--- src/rtl/lifo_param.sv ---
// lifo_param -- parameterised stack (LIFO) with registered pop data,
// occupancy count, threshold flags and overflow/underflow reporting.
//
// Ports:
//   clk           sole clock, rising edge
//   rst           synchronous active-high reset
//   wr / rd       push / pop requests (both together = replace top)
//   clr_err       clears sticky error flags (sticky build only)
//   data_in       push data
//   data_out      registered popped word
//   rd_valid      one-cycle pulse: data_out was updated by a pop
//   count         current occupancy
//   empty, full   count==0, count==DEPTH
//   lifo_low_th   count<=LOW_TH
//   lifo_high_th  count>=HIGH_TH
//   lifo_ov       push while full (and no pop)
//   lifo_ud       pop while empty (and no push)
//
// Build option: define LIFO_STICKY_ERR_EN to make lifo_ov/lifo_ud sticky
// until clr_err or rst; otherwise they are single-cycle pulses.

module lifo_param #(
    parameter int WIDTH   = 32,
    parameter int DEPTH   = 16,
    parameter int LOW_TH  = 2,
    parameter int HIGH_TH = 14
) (
    input  logic                       clk,
    input  logic                       rst,
    input  logic                       wr,
    input  logic                       rd,
    input  logic                       clr_err,
    input  logic [WIDTH-1:0]           data_in,
    output logic [WIDTH-1:0]           data_out,
    output logic                       rd_valid,
    output logic [$clog2(DEPTH+1)-1:0] count,
    output logic                       empty,
    output logic                       full,
    output logic                       lifo_low_th,
    output logic                       lifo_high_th,
    output logic                       lifo_ov,
    output logic                       lifo_ud
);

    localparam int CW = $clog2(DEPTH+1);
    localparam int AW = $clog2(DEPTH);

    localparam logic [CW-1:0] DEPTH_C = CW'(DEPTH);
    localparam logic [CW-1:0] LOW_C   = CW'(LOW_TH);
    localparam logic [CW-1:0] HIGH_C  = CW'(HIGH_TH);
    localparam logic [CW-1:0] ONE_C   = CW'(1);

    logic [WIDTH-1:0] mem [DEPTH];

    logic          push_ok, pop_ok, swap, ov_ev, ud_ev;
    logic [AW-1:0] wr_idx, top_idx;

    // Status flags decode straight from the registered count.
    assign empty        = (count == '0);
    assign full         = (count == DEPTH_C);
    assign lifo_low_th  = (count <= LOW_C);
    assign lifo_high_th = (count >= HIGH_C);

    assign push_ok = wr && !rd && !full;
    assign pop_ok  = rd && !wr && !empty;
    assign swap    = wr && rd;
    assign ov_ev   = wr && !rd && full;
    assign ud_ev   = rd && !wr && empty;

    // wr_idx is only used when not full, top_idx only when not empty,
    // so truncation to AW bits never loses information where it matters.
    assign wr_idx  = AW'(count);
    assign top_idx = AW'(count - ONE_C);

    // Storage: no reset; stale entries are unreachable above count.
    always_ff @(posedge clk) begin
        if (!rst) begin
            if (push_ok)
                mem[wr_idx] <= data_in;
            else if (swap && !empty)
                mem[top_idx] <= data_in;
        end
    end

    always_ff @(posedge clk) begin
        if (rst) begin
            count    <= '0;
            data_out <= '0;
            rd_valid <= 1'b0;
        end else begin
            rd_valid <= 1'b0;
            if (push_ok) begin
                count <= count + ONE_C;
            end else if (pop_ok) begin
                count    <= count - ONE_C;
                data_out <= mem[top_idx];
                rd_valid <= 1'b1;
            end else if (swap) begin
                // Replace top: old top comes out, new word takes its slot.
                // On an empty stack the incoming word passes straight through.
                data_out <= empty ? data_in : mem[top_idx];
                rd_valid <= 1'b1;
            end
        end
    end

`ifdef LIFO_STICKY_ERR_EN
    // A new event in the same cycle as clr_err wins, so nothing is lost.
    always_ff @(posedge clk) begin
        if (rst) begin
            lifo_ov <= 1'b0;
            lifo_ud <= 1'b0;
        end else begin
            lifo_ov <= (lifo_ov && !clr_err) || ov_ev;
            lifo_ud <= (lifo_ud && !clr_err) || ud_ev;
        end
    end
`else
    logic unused_clr_err;
    assign unused_clr_err = clr_err;

    always_ff @(posedge clk) begin
        if (rst) begin
            lifo_ov <= 1'b0;
            lifo_ud <= 1'b0;
        end else begin
            lifo_ov <= ov_ev;
            lifo_ud <= ud_ev;
        end
    end
`endif

endmodule

--- config.mk ---
export PLATFORM = sky130hd
export DESIGN_NAME = lifo_param
export DESIGN_NICKNAME = d
export VERILOG_FILES = /design/src/rtl/lifo_param.sv
export SDC_FILE = /design/constraint.sdc
export NUM_CORES = 1
export LEC_CHECK = 0
export CAP_MARGIN = 20
export CORE_MARGIN = 5
export CORE_UTILIZATION = 59
export DETAILED_ROUTE_END_ITERATION = 10
export GPL_ROUTABILITY_DRIVEN = 1
export PLACE_DENSITY_LB_ADDON = 0.25
export SETUP_SLACK_MARGIN = 0.2
export SYNTH_ARGS = -nofsm -noshare
export SYNTH_HDL_FRONTEND = slang
export SYNTH_SLANG_ARGS = --single-unit
--- constraint.sdc ---
create_clock -name clk -period 5.65 [get_ports clk]
set_input_delay 0.565 -clock clk [delete_from_list [all_inputs] [get_ports clk]]
set_output_delay 0.565 -clock clk [all_outputs]
set_load 0.005 [all_outputs]
### Word-level counts from Yosys, hierarchy flattened

Memory sizes are Yosys's and may differ from the RTL's.
Cells that the tools add are included.
Widths: inputs -> output; s select.

* bitwise gates (word level): 1
* reduce and logical (&&, ||, !) cells: 18
* magnitude comparators: 2
* $add $sub $neg: 2
* equal/unequal tests: 1
* muxes and demuxes: 17

Operators with widths (number)
* $mux 32: 4
* $reduce_or 32->1: 1
* $mux 1: 10
* $mux 5: 2
* $logic_and 1x1->1: 8
* $add 5x1->5 const B: 1
* $eq 5x5->1 const B: 1
* $ge 5x4->1 const B: 1
* $le 5x2->1 const B: 1
* $logic_not 5->1: 1
* $sub 5x1->5 const B: 1
* $logic_not 1->1: 4
* $mux 4: 1
* $reduce_bool 2->1: 2
* $reduce_and 2->1: 1
* $reduce_or 2->1: 1
* $not 1->1: 1

* logic and storage cells: 47
* input port bits: 37
* output and inout port bits: 44
* memories: 1
* bits in writable memories: 512
* bits in registers: 40

Memory list
* mem: depth 16, width 32, read ports 1, clocked after memory_dff 0, wr ports 1, RTL line 53 `logic [WIDTH-1:0] mem [DEPTH];`

### Depth between registers and ports, before layout

Gate-level depths: netlist of the first run.

* depth in word-level cells: 9
* gate-level depth with buffers: 11

### Worst setup path after synthesis of the first run

No wires, ideal clock.

* path type: register to register
* start: reg count[0]
* end: mem mem[15][0], enable pin
* stages on the path, launching flop included: 10
* data required time: 5.189 ns
* path slack: 0.675 ns
* path buffers: 2
* clock period less this slack: 4.975 ns
* arrival: 4.514 ns
* cells stage by stage: dfxtp_1 buf_6 clkbuf_1 inv_1 ha_1 nand3b_2 inv_2 or4b_4 xnor2_2 nor3_1

* longest elaborated chain between the ends: 9
* elaborated cells between the ends (all ways): 17
* classes of those cells: add/sub: 1; eq/ne: 1; mux: 9; reduce/logical: 6

Ends and longest elaborated chain
* start: declaration: RTL line 36 `output logic [$clog2(DEPTH+1)-1:0] count,`
* start signal: assignment: RTL line 93 `count <= count + ONE_C;`
* start signal: assignment: RTL line 95 `count <= count - ONE_C;`
* $logic_not 5->1: RTL line 59 `assign empty = (count == '0);`
* $logic_not 1->1: RTL line 80 `else if (swap && !empty)`
* $logic_and 1x1->1: RTL line 80
* $mux 1: RTL line 80
* $mux 1: RTL line 78 `if (push_ok)`
* $mux 1: RTL line 77 `if (!rst) begin`
* $mux 1 (implied by the code): RTL line 81 `mem[top_idx] <= data_in;`
* $reduce_or 32->1 (no line)
* $mux 4 (no line) or $mux 1 (tied branches)
* end: declaration: RTL line 53

Parallel ways exist; a longest one is shown, timed or not.

### Final worst setup path of the first run

* start: reg count[0]
* end: mem mem[6][7], enable pin

The elaborated chain is that of the path after synthesis.

==> flow_metrics.tcl, run 1 <==
set metrics [dict create \
    outcome "finished, final reports clean" \
    overflow 0 \
    ctsHoldBuffers 0 \
    hold_path_class "in2reg" \
    drcViolationCount 0 \
    syn2layout_area_growth_pct 14.9 \
    dp_hpwl_um 23900 \
    grt_pass1_wl_um 66900 \
    max_clock_freq_mhz 232 \
    r2r_setup_slack_ns 1.35 \
    use_met1 0.301 \
    p_per_area_nw_per_um2 494 \
    synth-edff-count 512 \
    power.leakage_nw 7.62 \
    synth_cell_types 44 \
    core-area_um2 35700 \
    syn_nets 1034 \
    start_kind "flop" \
    syn_inst 993 \
    grt_usage 0.221 \
    fin_util 0.689 \
    routed_wl_um 44100 \
    vias 10300 \
    cts_root_buf "clkbuf_16" \
    avgRoutedWirePerCell_um 27.4 \
    cts.htree.levels 2 \
    place_congestion 0.765 \
    cts_sinks 552 \
    ys_top_cells_by_area "edfxtp_1, mux4_2, dfxtp_1" \
    synth_common_cells "edfxtp_1, mux4_2, mux2_2" \
    netlist_area_um2 21400 \
    die-width_um 200 \
    cts.clk_slew.worst_paths_ns 0.06 \
    critPathTopFamily "simple AND/OR/NAND/NOR gates" \
    drt_iter0_drc 985 \
    required_ns 5.91 \
    fin_skew_ns 0.0199 \
    arrival_ns 4.57 \
    clock_latency_ns 0.58 \
    post-route-min-period_ns 4.30 \
    die-area_um2 40100 \
    crit_path_max_fanout 30 \
    grtUsageMet3 0.0391 \
    synthFlopType "edfxtp_1" \
    port_buffers 79 \
    maxSlewHeadroom 0.328 \
    synth_area_per_cell_um2 21.5 \
    cp_cell_sequence "inv_1 -> ha_4 -> nand3b_2 -> inv_2 -> or4b_4 -> xnor2_2 -> nand2_1 -> nor2_4 -> buf_4" \
    dp.cells 1507 \
    cts_tree "built" \
    yosys_warnings 0 \
    slowest_delay_ns 0.80 \
    yosys_register_bits 552 \
    dr.pass1.iters 5 \
    finalSetupTns_ns 0 \
    totalPowerFinal_mw 12.1 \
    cts_resized 0 \
    netlist.top_cell.by_area "edfxtp_1" \
    peakVddDrop_uv 319 \
    cts_buffers 53 \
    critical_path_class "reg2reg" \
    final_area_um2 24600 \
    tightestPinTransition_ns 1.01 \
    postCtsSetupRepairBufs 0 \
    synth_top_area_frac 0.719 \
    fin_crit_sh 0.762 \
    rsz0062_at_grt "no" \
    ios 81 \
    antenna_left 0 \
    yosysMostFrequentCell "edfxtp_1" \
    slew_violations 0 \
    die_h_um 200 \
    max-cap-violations 0 \
    ys_seq_area_frac 0.757 \
    cts.path.max_buffers 3 \
    finalHoldViolCount 0 \
    async_reset_ff_frac 0 \
    nets 1142 \
    drive_gt1_frac 0.288 \
    layoutNonFillerInstCount 1607 \
    busiest_layer "met2" \
    use_met2 0.372 \
    start_util 0.599 \
    end_kind "flop" \
    viasPerCell 6.42 \
    num_rows 69 \
    grt_pass1_vias 10800 \
    grt_max_degree 60 \
    setup_viol 0 \
    crit_slowest_cell "nor2_4" \
    placed_area_um2 22800 \
    grt_antenna_before_repair 4 \
    path_buf_inv 3 \
]
routing by layer:
layer  routed length [µm]  vias up
met2                22600      410
met1                17200     5399
met5                   44        -
li1                     -     4425
met4                 1120        6
met3                 3160       74
layout by cell type, fill, tap and decap left out, types with 4 or more instances in the layout:
cell type and n:
clkbuf_8 6, buf_4 35, clkinv_1 9, clkbuf_1 14
edfxtp_1 512, nor2_4 8, a31oi_1 5, mux2_1 7
clkdlybuf4s50_1 78, a211oi_1 32, bufinv_16 4, nand2_1 9
clkinv_2 8, mux4_2 128, nor2_1 40, clkbuf_16 54
mux2_2 58, o21ai_0 4, a222oi_1 32, nor3_2 10
dfxtp_1 39, nor3_1 5
where the power goes:
part	total [mW]	switching, mW	internal, mW
combinational	3.84	1.98	1.86
sequential	4.84	0.142	4.70
clock	3.47	1.45	2.02
total	12.1	3.57	8.57
registers in the layout, indices dropped and copies added, names as in the netlist:
register	count
lifo_ud	1
count	5
data_out	32
lifo_ov	1
mem	512
rd_valid	1
final cells by class:
class | instances | area, µm²
diodes | 1 | 2.50
well taps | 461 | 577
fillers | 2188 | 11100
multi-input cells | 375 | 5000
repair buffers | 115 | 1070
clock buffers | 74 | 1490
flip-flops and latches | 552 | 16200
inverters | 4 | 15.0
clock inverters | 25 | 233
cells by family (layout without fill, tap and decap cells):
logic type                 Yosys count  count (layout)  share of synthesized area
xor gates and xnor gates             7               7                    0.00357
muxes                              194             194                      0.170
adders and majority gates            4               4                    0.00234
buffers and inverters               66             218                     0.0164
and+or+nand+nor                     87              87                     0.0194
AOI/OAI and AO/OA                   83              83                     0.0318
other                                0               1                          0
DFF                                552             552                      0.757
metrics by stage:
step                      setup WS [ns]  hold WS (ns)
after floorplan                   0.675         0.494
after global placement             1.39         0.486
after detailed placement           1.27         0.491
after CTS                          1.28         0.407
after global routing               1.08         0.433
final                              1.35         0.435
worst paths after layout:
kind	start	end	cells after the start
min reg2reg	data_out[29]	data_out[29]	2
max reg2reg	count[0]	mem[6][7]	9
max	count[0]	mem[6][7]	9
min	rst	count[1]	2
Note: power is estimated with default switching activity, not from simulation.
==> run 2, diff against run 1 <==
--- a/config.mk
+++ b/config.mk
@@ -7,7 +7,7 @@
 export LEC_CHECK = 0
 export CAP_MARGIN = 20
 export CORE_MARGIN = 5
-export CORE_UTILIZATION = 59
+export CORE_UTILIZATION = 55
 export DETAILED_ROUTE_END_ITERATION = 10
 export GPL_ROUTABILITY_DRIVEN = 1
 export PLACE_DENSITY_LB_ADDON = 0.25
==> constraint.sdc (replaced) <==
create_clock -name clk -period 3.8 [get_ports clk]
set_input_delay 0.38 -clock clk [delete_from_list [all_inputs] [get_ports clk]]
set_output_delay 0.38 -clock clk [all_outputs]
set_load 0.005 [all_outputs]
==> run 2 against run 1 <==
Critical path depth decreased by 2. Largest power group unchanged. Total power increased by 51%. Register-to-register slack got worse by 1.0 ns. Die area increased by 6.9%. Flip-flop and latch count unchanged. Critical path type unchanged.
==> flow_metrics.tcl, run 2 (same netlist as run 1, synthesis figures left out) <==
set metrics [dict create \
    start_kind "flop" \
    grt_usage 0.207 \
    worst_hold_slack_ns 0.143 \
    dp_hpwl_um 24200 \
    ios 81 \
    critical_path_class "reg2reg" \
    regMostFlops "mem" \
    die-width_um 207 \
    register_area_um2 16200 \
    num_antenna_cells 0 \
    crit_path_max_fanout 18 \
    slew_violations 0 \
    core-area_um2 38600 \
    cts_root_buf "clkbuf_16" \
    vias 10400 \
    port_buffers 79 \
    grt_max_degree 44 \
    hold_depth 2 \
    cts.htree.levels 2 \
    largest_register_ff_count 512 \
    viasPerCell 6.15 \
    antenna_left 0 \
    max_clock_freq_mhz 289 \
    drive_gt1_frac 0.304 \
    maxSlewHeadroom 0.329 \
    p_int_mw 12.9 \
    setup_viol 0 \
    finalSetupTns_ns 0 \
    power.leakage_nw 7.81 \
    reg_top3 "mem: 512 flops, data_out: 32 flops, count: 5 flops" \
    reg2reg_to "mem[3][27]" \
    swShare 0.295 \
    fin_crit_sh 0.912 \
    hold_path_class "in2reg" \
    min_from "rst" \
    r2r_setup_slack_ns 0.34 \
    critPathTopFamily "simple AND/OR/NAND/NOR gates" \
    slowest_delay_ns 0.55 \
    rsz0062_at_grt "no" \
    grt_antenna_before_repair 1 \
    avgRoutedWirePerCell_um 26.5 \
    cts_tree "built" \
    grt_pass1_wl_um 67300 \
    reg2regPathDepth 7 \
    die_h_um 207 \
    multi_input_area_um2 5050 \
    post-route-min-period_ns 3.46 \
    routed_wl_um 44600 \
    power_switching_mw 5.40 \
    finalHoldViolCount 0 \
    overflow 0 \
    drcViolationCount 0 \
    hold_path_end "rd_valid" \
    path_buf_inv 2 \
    start_util 0.554 \
    postCtsSetupRepairBufs 0 \
    cts.path.max_buffers 3 \
    nets 1162 \
    arrival_ns 3.70 \
    crit_slowest_cell "or4b_4" \
    cp_cell_sequence "inv_1 -> ha_1 -> or4b_4 -> xnor2_2 -> nand2_1 -> nor2_4 -> buf_4" \
    clock_latency_ns 0.59 \
    peakVddDrop_uv 464 \
    combPwrFrac 0.329 \
    reg2reg_from "count[0]" \
    cts_sinks 552 \
    cts_buffers 55 \
    fill_cells 2600 \
    syn2layout_area_growth_pct 16.7 \
    tightestPinTransition_ns 1.00 \
    p_per_area_nw_per_um2 734 \
    die-area_um2 42900 \
    mostFrequentLayoutCells "edfxtp_1, mux4_2, clkdlybuf4s50_1" \
    required_ns 4.04 \
    ctsHoldBuffers 0 \
    place_congestion 0.739 \
    end_kind "flop" \
    num_rows 72 \
    p_seq_frac 0.389 \
    grt_pass1_vias 10600 \
    pwr-share-clk 0.282 \
    drt_iter0_drc 1237 \
    outcome "finished, final reports clean" \
    max-cap-violations 0 \
    fin_skew_ns 0.0175 \
    cts.clk_slew.worst_paths_ns 0.06 \
    dr.pass1.iters 8 \
    cts_resized 0 \
    layout_commonest_cell "edfxtp_1" \
]
## run 2: power groups by stage
stage / sequential [mW] / clock (mW) / combinational (mW)
finish: 7.13 / 5.16 / 6.02
floorplan: 7.22 / 0 / 4.11
CTS: 7.13 / 5.26 / 6.06
detailed placement: 7.25 / 0 / 6.03
global placement: 7.23 / 0 / 5.98
global route: 7.16 / 5.54 / 6.42
## run 2: through the flow
stage | instances | utilization | instance area (µm²) | setup slack (ns) | power [mW]
global placement | 1582 | 0.602 | 23200 | 0.464 | 13.2
CTS | 1684 | 0.647 | 24900 | 0.342 | 18.5
global route | 1684 | 0.647 | 24900 | 0.209 | 19.1
detailed placement | 1582 | 0.602 | 23200 | 0.381 | 13.3
floorplan | 993 | - | 21500 | -0.242 | 11.3
finish | 1684 | 0.647 | 24900 | 0.335 | 18.3
## run 2: layout make-up
cell class,count,share of cell area
inverter,4,0.000602
timing repair buffer,133,0.0528
sequential,552,0.649
multi-input combinational,375,0.202
clock inverter,22,0.00672
tap,518,0.0260
clock buffer,80,0.0629
## run 2: layer usage
metal,track usage,part of all wire
met5,0,0
met4,0.0385,0.013
met3,0.0498,0.084
met2,0.326,0.48
met1,0.305,0.42
## run 2: worst max path at each step
stage | slack (ns) | depth (start not counted) | start | end
floorplan | -0.24 | 10 | count[0] | mem[10][0]
CTS | 0.34 | 7 | count[0] | mem[3][27]
finish | 0.34 | 7 | count[0] | mem[3][27]
detailed placement | 0.38 | 7 | count[0] | mem[3][7]
global placement | 0.46 | 7 | count[0] | mem[3][7]
global route | 0.21 | 7 | count[0] | mem[3][26]
